<file path="src/rtl/escrita_reg_arbitro_if.sv">
// Write-back request/grant bundle between the execute/memory sources and the
// register-file write-port arbiter.
interface escrita_reg_arbitro_if #(
    parameter int DATA_WIDTH = 32,
    parameter int ADDR_WIDTH = 6
);
    logic                  alu_valid;
    logic                  alu_ready;
    logic [1:0]            alu_dst;
    logic [ADDR_WIDTH-1:0] alu_rt;
    logic [ADDR_WIDTH-1:0] alu_rd;
    logic [DATA_WIDTH-1:0] alu_dado;

    logic                  mem_valid;
    logic                  mem_ready;
    logic [ADDR_WIDTH-1:0] mem_rt;
    logic [DATA_WIDTH-1:0] mem_dado;

    logic [ADDR_WIDTH-1:0] reg_rt;
    logic [ADDR_WIDTH-1:0] reg_rd;
    logic [ADDR_WIDTH-1:0] reg_ra;
    logic                  selecao1;
    logic                  selecao2;
    logic                  wr_en;
    logic [DATA_WIDTH-1:0] wr_dado;

    modport master (
        output alu_valid, alu_dst, alu_rt, alu_rd, alu_dado,
        output mem_valid, mem_rt, mem_dado,
        input  alu_ready, mem_ready,
        input  reg_rt, reg_rd, reg_ra, selecao1, selecao2, wr_en, wr_dado
    );

    modport slave (
        input  alu_valid, alu_dst, alu_rt, alu_rd, alu_dado,
        input  mem_valid, mem_rt, mem_dado,
        output alu_ready, mem_ready,
        output reg_rt, reg_rd, reg_ra, selecao1, selecao2, wr_en, wr_dado
    );
endinterface

</file>
<file path="src/rtl/escrita_reg_arbitro.sv">
// Register-file write-port arbiter: one holding slot per source (ALU, load return),
// one registered write per cycle. Define ESCRITA_RR_EN for round-robin on conflict.
module escrita_reg_arbitro #(
    parameter int DATA_WIDTH = 32,
    parameter int ADDR_WIDTH = 6
) (
    input  logic                 clock,
    input  logic                 reset,
    escrita_reg_arbitro_if.slave bus
);
    localparam logic [1:0] DST_RT   = 2'b00;
    localparam logic [1:0] DST_RD   = 2'b01;
    localparam logic [1:0] DST_RA   = 2'b10;
    localparam logic [1:0] DST_NONE = 2'b11;

    logic                  alu_vld_p0;
    logic [1:0]            alu_dst_p0;
    logic [ADDR_WIDTH-1:0] alu_rt_p0;
    logic [ADDR_WIDTH-1:0] alu_rd_p0;
    logic [DATA_WIDTH-1:0] alu_dado_p0;

    logic                  mem_vld_p0;
    logic [ADDR_WIDTH-1:0] mem_rt_p0;
    logic [DATA_WIDTH-1:0] mem_dado_p0;

    logic                  wr_en_p1;
    logic                  selecao1_p1;
    logic                  selecao2_p1;
    logic [ADDR_WIDTH-1:0] reg_rt_p1;
    logic [ADDR_WIDTH-1:0] reg_rd_p1;
    logic [ADDR_WIDTH-1:0] reg_ra_p1;
    logic [DATA_WIDTH-1:0] wr_dado_p1;

    logic grant_alu;
    logic grant_mem;
    logic accept_alu;
    logic accept_mem;

    function automatic logic [ADDR_WIDTH-1:0] alu_dest_addr(
        input logic [1:0]            dst,
        input logic [ADDR_WIDTH-1:0] rt,
        input logic [ADDR_WIDTH-1:0] rd
    );
        case (dst)
            DST_RT:  alu_dest_addr = rt;
            DST_RD:  alu_dest_addr = rd;
            default: alu_dest_addr = '1;
        endcase
    endfunction

`ifdef ESCRITA_RR_EN
    // Set when the ALU won the most recent contended grant; reset favours mem first.
    logic alu_last;

    always_comb begin
        grant_mem = mem_vld_p0 && (!alu_vld_p0 || alu_last);
        grant_alu = alu_vld_p0 && !grant_mem;
    end

    always_ff @(posedge clock) begin
        if (reset) begin
            alu_last <= 1'b1;
        end else if (alu_vld_p0 && mem_vld_p0) begin
            alu_last <= grant_alu;
        end
    end
`else
    always_comb begin
        grant_mem = mem_vld_p0;
        grant_alu = alu_vld_p0 && !mem_vld_p0;
    end
`endif

    // A slot granted this cycle frees up at the same edge, so it can take a new request.
    assign bus.alu_ready = !alu_vld_p0 || grant_alu;
    assign bus.mem_ready = !mem_vld_p0 || grant_mem;

    assign accept_alu = bus.alu_valid && bus.alu_ready && (bus.alu_dst != DST_NONE);
    assign accept_mem = bus.mem_valid && bus.mem_ready;

    // Stage p0: holding slots
    always_ff @(posedge clock) begin
        if (reset) begin
            alu_vld_p0 <= 1'b0;
            mem_vld_p0 <= 1'b0;
        end else begin
            if (accept_alu)     alu_vld_p0 <= 1'b1;
            else if (grant_alu) alu_vld_p0 <= 1'b0;
            if (accept_mem)     mem_vld_p0 <= 1'b1;
            else if (grant_mem) mem_vld_p0 <= 1'b0;
        end
    end

    always_ff @(posedge clock) begin
        if (accept_alu) begin
            alu_dst_p0  <= bus.alu_dst;
            alu_rt_p0   <= bus.alu_rt;
            alu_rd_p0   <= bus.alu_rd;
            alu_dado_p0 <= bus.alu_dado;
        end
        if (accept_mem) begin
            mem_rt_p0   <= bus.mem_rt;
            mem_dado_p0 <= bus.mem_dado;
        end
    end

    // Stage p1: registered write port; address 0 consumes the grant without writing
    always_ff @(posedge clock) begin
        if (reset) begin
            wr_en_p1    <= 1'b0;
            selecao1_p1 <= 1'b0;
            selecao2_p1 <= 1'b0;
            reg_rt_p1   <= '0;
            reg_rd_p1   <= '0;
            reg_ra_p1   <= '0;
            wr_dado_p1  <= '0;
        end else if (grant_mem) begin
            wr_en_p1    <= |mem_rt_p0;
            selecao1_p1 <= 1'b0;
            selecao2_p1 <= 1'b0;
            reg_rt_p1   <= mem_rt_p0;
            reg_rd_p1   <= '0;
            reg_ra_p1   <= '1;
            wr_dado_p1  <= mem_dado_p0;
        end else if (grant_alu) begin
            wr_en_p1    <= |alu_dest_addr(alu_dst_p0, alu_rt_p0, alu_rd_p0);
            selecao1_p1 <= (alu_dst_p0 == DST_RD);
            selecao2_p1 <= (alu_dst_p0 == DST_RA);
            reg_rt_p1   <= alu_rt_p0;
            reg_rd_p1   <= alu_rd_p0;
            reg_ra_p1   <= '1;
            wr_dado_p1  <= alu_dado_p0;
        end else begin
            wr_en_p1    <= 1'b0;
            selecao1_p1 <= 1'b0;
            selecao2_p1 <= 1'b0;
            reg_rt_p1   <= '0;
            reg_rd_p1   <= '0;
            reg_ra_p1   <= '0;
            wr_dado_p1  <= '0;
        end
    end

    assign bus.wr_en    = wr_en_p1;
    assign bus.selecao1 = selecao1_p1;
    assign bus.selecao2 = selecao2_p1;
    assign bus.reg_rt   = reg_rt_p1;
    assign bus.reg_rd   = reg_rd_p1;
    assign bus.reg_ra   = reg_ra_p1;
    assign bus.wr_dado  = wr_dado_p1;
endmodule

</file>
<file path="src/flat_wrapper.sv">
// flat-port wrapper written by rule: the top's interface ports become plain ports
module escrita_reg_arbitro_flat 
#(
    parameter int DATA_WIDTH = 32,
    parameter int ADDR_WIDTH = 6
)
  (clock, reset, bus_alu_valid, bus_alu_dst, bus_alu_rt, bus_alu_rd, bus_alu_dado, bus_mem_valid, bus_mem_rt, bus_mem_dado, bus_alu_ready, bus_mem_ready, bus_reg_rt, bus_reg_rd, bus_reg_ra, bus_selecao1, bus_selecao2, bus_wr_en, bus_wr_dado);
  escrita_reg_arbitro_if #(.DATA_WIDTH(DATA_WIDTH), .ADDR_WIDTH(ADDR_WIDTH)) bus_i ();
  input  logic clock;
  input  logic reset;
  input wire logic [$bits(bus_i.alu_valid)-1:0] bus_alu_valid;
  input wire logic [$bits(bus_i.alu_dst)-1:0] bus_alu_dst;
  input wire logic [$bits(bus_i.alu_rt)-1:0] bus_alu_rt;
  input wire logic [$bits(bus_i.alu_rd)-1:0] bus_alu_rd;
  input wire logic [$bits(bus_i.alu_dado)-1:0] bus_alu_dado;
  input wire logic [$bits(bus_i.mem_valid)-1:0] bus_mem_valid;
  input wire logic [$bits(bus_i.mem_rt)-1:0] bus_mem_rt;
  input wire logic [$bits(bus_i.mem_dado)-1:0] bus_mem_dado;
  output wire logic [$bits(bus_i.alu_ready)-1:0] bus_alu_ready;
  output wire logic [$bits(bus_i.mem_ready)-1:0] bus_mem_ready;
  output wire logic [$bits(bus_i.reg_rt)-1:0] bus_reg_rt;
  output wire logic [$bits(bus_i.reg_rd)-1:0] bus_reg_rd;
  output wire logic [$bits(bus_i.reg_ra)-1:0] bus_reg_ra;
  output wire logic [$bits(bus_i.selecao1)-1:0] bus_selecao1;
  output wire logic [$bits(bus_i.selecao2)-1:0] bus_selecao2;
  output wire logic [$bits(bus_i.wr_en)-1:0] bus_wr_en;
  output wire logic [$bits(bus_i.wr_dado)-1:0] bus_wr_dado;
  assign bus_i.alu_valid = bus_alu_valid;
  assign bus_i.alu_dst = bus_alu_dst;
  assign bus_i.alu_rt = bus_alu_rt;
  assign bus_i.alu_rd = bus_alu_rd;
  assign bus_i.alu_dado = bus_alu_dado;
  assign bus_i.mem_valid = bus_mem_valid;
  assign bus_i.mem_rt = bus_mem_rt;
  assign bus_i.mem_dado = bus_mem_dado;
  assign bus_alu_ready = bus_i.alu_ready;
  assign bus_mem_ready = bus_i.mem_ready;
  assign bus_reg_rt = bus_i.reg_rt;
  assign bus_reg_rd = bus_i.reg_rd;
  assign bus_reg_ra = bus_i.reg_ra;
  assign bus_selecao1 = bus_i.selecao1;
  assign bus_selecao2 = bus_i.selecao2;
  assign bus_wr_en = bus_i.wr_en;
  assign bus_wr_dado = bus_i.wr_dado;
  escrita_reg_arbitro #(.DATA_WIDTH(DATA_WIDTH), .ADDR_WIDTH(ADDR_WIDTH)) u_core (.clock(clock), .reset(reset), .bus(bus_i));
endmodule
</file>
<file path="config.mk">
export PLATFORM = sky130hd
export DESIGN_NAME = escrita_reg_arbitro_flat
export DESIGN_NICKNAME = d
export VERILOG_FILES = /design/src/rtl/escrita_reg_arbitro_if.sv /design/src/rtl/escrita_reg_arbitro.sv /design/src/flat_wrapper.sv
export SDC_FILE = /design/constraint.sdc
export NUM_CORES = 1
export LEC_CHECK = 0
export ABC_AREA = 1
export BUFFER_PORTS_ARGS = -buffer_cell sky130_fd_sc_hd__buf_2
export CORE_UTILIZATION = 45
export CTS_CLUSTER_DIAMETER = 60
export DETAILED_ROUTE_END_ITERATION = 8
export GPL_ROUTABILITY_DRIVEN = 0
export PLACE_DENSITY = 0.78
export SLEW_MARGIN = 40
export SYNTH_ARGS = -nofsm -noshare
export SYNTH_HDL_FRONTEND = slang
export SYNTH_SLANG_ARGS = --single-unit
export TNS_END_PERCENT = 10
</file>
<file path="constraint.sdc">
create_clock -name clock -period 3.46 [get_ports clock]
set_input_delay 0.519 -clock clock [delete_from_list [all_inputs] [get_ports clock]]
set_output_delay 0.519 -clock clock [all_outputs]
set_load 0.01 [all_outputs]
</file>
==> run metrics <==
count of port buffers added during placement=~140; timing endpoint of the critical path=bus_alu_ready; P&R area growth vs syn=33.5%; Data required, critical path=around 2.9 ns; Final TNS setup=0 ns; hold slack=between 0.15 and 0.2 ns; largest buffer count on any clock path=2; slowest cell on the critical path=sky130_fd_sc_hd__dfxtp_1; arrival time at the worst endpoint=about 1.2 ns; final period utilization=49.5%; cell area after technology mapping=4320 sq um; warning count from the yosys run=0; Routed WL per cell=~14 um; count of fill cells added during filler insertion=between 700 and 800; CTS Hold Buffers Added=0; class of the tightest hold or removal check=in -> reg; count of clock tree sinks=around 130; total cell area at the placement stage=a little over 5000 sq um; total routed wirelength=slightly below 8000 um; Syn Nets=~350; total gr overflow=0; remaining number of nets flagged by the antenna check after routing=0; starting density of the core=between 40% and 50%; startpoint type of the worst setup path=flip-flop; final worst clock skew=0.00642 ns; violation count after the first detailed-routing iteration=~110; global routing usage summed across all routing layers=16.4%; crit path kind=reg -> out; final net count=497; endpoint of the worst-slack reg-to-reg timing path=u_core.alu_dado_p0[3]; CTS tree=yes; peak clock frequency supported by timing=about 600 MHz; post-route minimum period=between 1.5 and 2 ns; Reg-to-Reg Start=u_core.grant_mem; combined area of the multi-input logic cells=roughly 600 sq um; length in cells of the worst reg-to-reg path=3; clock transition at the registers of the reported paths=0.06 ns; dpl hpwl=approximately 5100 um; number of violations of the max-capacitance limit=0; Post-CTS Setup Bufs=0; Root Driver=sky130_fd_sc_hd__clkbuf_8; post-layout instance area=5760 sq um; H-tree level count=4; worst hold path depth=1; I/O pin count=roughly 140; Clock Latency Late Sink=0.50 ns; DRC violations left=0; status=finished, final reports clean; Fin. Hold Viols=0; RSZ-0062 raised after global routing=false; Pleak=between 2 and 2.5 nW; diodes inserted=0; total power=approximately 0.0039 W; sequential share of the synthesized area=around four fifths; iteration count of the initial detailed-routing pass=4; synthesized area per cell=between 15 and 20 sq um; maximum resistive drop on vdd=around 0.00034 V; vias in the first global route=~2.5k; number of gates given a new drive strength after cts=0; number of instances in the synthesized netlist=~260; P per Cell Area=around 670 nW/um^2; pin count of the biggest net entering global routing=40; number of antenna violations at the first check in global routing=0; overall die height=99.9 um; Avg Vias per Cell=4.56; flop and latch count out of synthesis=134; transition time of the tightest slew-check pin=about 0.54 ns; r2r setup slk=approximately 2.0 ns; wire length of the first global-routing pass=around 12000 um; floorplan core area=roughly 9300 sq um; DIE WIDTH=99.9 um; crit path cell chain=nand2_1 > buf_2; endpoint kind of the worst setup timing path=output port; relative slew slack=approximately 64%; Finish-stage setup viols=0; max-slew violation total from the final report=0; Storage cell area=roughly 3500 sq um; number of vias after detailed routing=between 2k and 3k; share of layout cells above drive strength 1=a little under half; post-synth cell types=22; origin of the worst setup path=u_core.grant_mem; Crit path largest cell delay=roughly 0.43 ns; share of the core filled with cells in the final layout=between 60% and 70%; number of placement rows=35; number of buffers created by CTS=17; area of the die=between 9000 and 10000 sq um; biggest fanout along the worst timing path=4
==> cell type report <==
class / count / area share [%]
multi-input cells: 89 / 10.3
flip-flops and latches: 134 / 61.1
well taps: 129 / 2.80
clock inverters: 14 / 3.39
repair buffers: 145 / 13.6
inverters: 22 / 1.48
clock buffers: 18 / 7.25
==> how the worst min path moves through the flow <==
stage,startpoint,end,slack (ns)
after CTS,bus_alu_rd[3],u_core.alu_rd_p0[3],0.16
after global routing,bus_mem_dado[14],u_core.mem_dado_p0[14],0.15
after global placement,u_core.alu_dado_p0[8],u_core.bus.wr_dado[8],0.44
after detailed placement,u_core.alu_dado_p0[4],u_core.bus.wr_dado[4],0.44
final,bus_alu_rd[3],u_core.alu_rd_p0[3],0.19
after floorplan,u_core.alu_dado_p0[17],u_core.bus.wr_dado[17],0.44
==> cells by family after synthesis <==
kind of cell    count (synthesis)  share of synthesized area [%]
compound gates                 44                           8.23
buf+inv                        36                           4.96
flops                         134                           81.6
other cells                     1                         0.0869
simple gates                   44                           5.10
==> state kept, by name, summed over array words and instances (netlist names) <==
| signal | count |
|---|---|
| u_core.alu_dado_p0 | 32 |
| u_core.bus.wr_dado | 32 |
| u_core.mem_dado_p0 | 32 |
| u_core.alu_rd_p0 | 6 |
| u_core.alu_rt_p0 | 6 |
| u_core.bus.reg_rd | 6 |
| u_core.bus.reg_rt | 6 |
| u_core.mem_rt_p0 | 6 |
| u_core.alu_dst_p0 | 2 |
| u_core.alu_vld_p0 | 1 |
| u_core.bus.reg_ra | 1 |
| u_core.bus.selecao1 | 1 |
| u_core.bus.selecao2 | 1 |
| u_core.bus.wr_en | 1 |
| u_core.grant_mem | 1 |
==> stage by stage <==
step,cells,worst slack [ns]
floorplan,259,0.112
global placement,516,1.48
detailed placement,517,1.42
CTS,549,1.65
global route,551,1.68
finish,551,1.75
==> worst max-delay path: cells and delay by family, from the launching register on <==
family                 cells  cell delay, ns
buffers and inverters      1            0.15
DFF                        1            0.43
and+or+nand+nor            1            0.11
==> cell usage in the layout (no fill, tap or decap), types with 2 or more instances in the layout <==
cell / count
sky130_fd_sc_hd__a21oi_1: 2
sky130_fd_sc_hd__a22o_1: 32
sky130_fd_sc_hd__buf_2: 140
sky130_fd_sc_hd__buf_8: 2
sky130_fd_sc_hd__bufinv_16: 4
sky130_fd_sc_hd__clkbuf_16: 16
sky130_fd_sc_hd__clkinvlp_4: 3
sky130_fd_sc_hd__dfxtp_1: 50
sky130_fd_sc_hd__edfxtp_1: 84
sky130_fd_sc_hd__inv_1: 18
sky130_fd_sc_hd__inv_2: 3
sky130_fd_sc_hd__inv_6: 5
sky130_fd_sc_hd__nand2_1: 23
sky130_fd_sc_hd__nand3_1: 5
sky130_fd_sc_hd__nor2_1: 2
sky130_fd_sc_hd__nor2_2: 9
sky130_fd_sc_hd__nor2_4: 2
sky130_fd_sc_hd__o21ai_1: 6
sky130_fd_sc_hd__o22ai_2: 2
==> layer usage <==
metal	wire, um	track usage [%]
met1	3380	19.3
met4	99	9.73
met5	0	0
met3	423	4.81
met2	3810	26.9
==> synthesized netlist by cell type <==
master                     number  area, sq um
sky130_fd_sc_hd__a21oi_1        3         15.0
sky130_fd_sc_hd__a22o_1        32          280
sky130_fd_sc_hd__buf_2          1         5.00
sky130_fd_sc_hd__buf_4          6         45.0
sky130_fd_sc_hd__buf_6          7         78.8
sky130_fd_sc_hd__conb_1         1         3.75
sky130_fd_sc_hd__dfxtp_1       50         1000
sky130_fd_sc_hd__edfxtp_1      84         2520
sky130_fd_sc_hd__inv_1         18         67.6
sky130_fd_sc_hd__inv_2          3         11.3
sky130_fd_sc_hd__inv_4          1         6.26
sky130_fd_sc_hd__nand2_1       23         86.3
sky130_fd_sc_hd__nand2_2        1         6.26
sky130_fd_sc_hd__nand3_1        5         25.0
sky130_fd_sc_hd__nor2_1         2         7.51
sky130_fd_sc_hd__nor2_2        10         62.6
sky130_fd_sc_hd__nor2_4         1         11.3
sky130_fd_sc_hd__nor3_1         1         5.00
sky130_fd_sc_hd__nor3_4         1         16.3
sky130_fd_sc_hd__o21ai_0        1         5.00
sky130_fd_sc_hd__o21ai_1        6         30.0
sky130_fd_sc_hd__o22ai_2        2         25.0
==> report_power, final <==
| group | leakage (nW) | total (W) | internal (W) | switching [W] |
|---|---|---|---|---|
| clock network | 0.291 | 0.00184 | 0.00118 | 0.000659 |
| logic | 0.988 | 0.000190 | 0.0000869 | 0.000103 |
| registers | 1.22 | 0.00183 | 0.00180 | 0.0000308 |
| total | 2.50 | 0.00386 | 0.00307 | 0.000793 |
(Power assumes the default switching activity.)
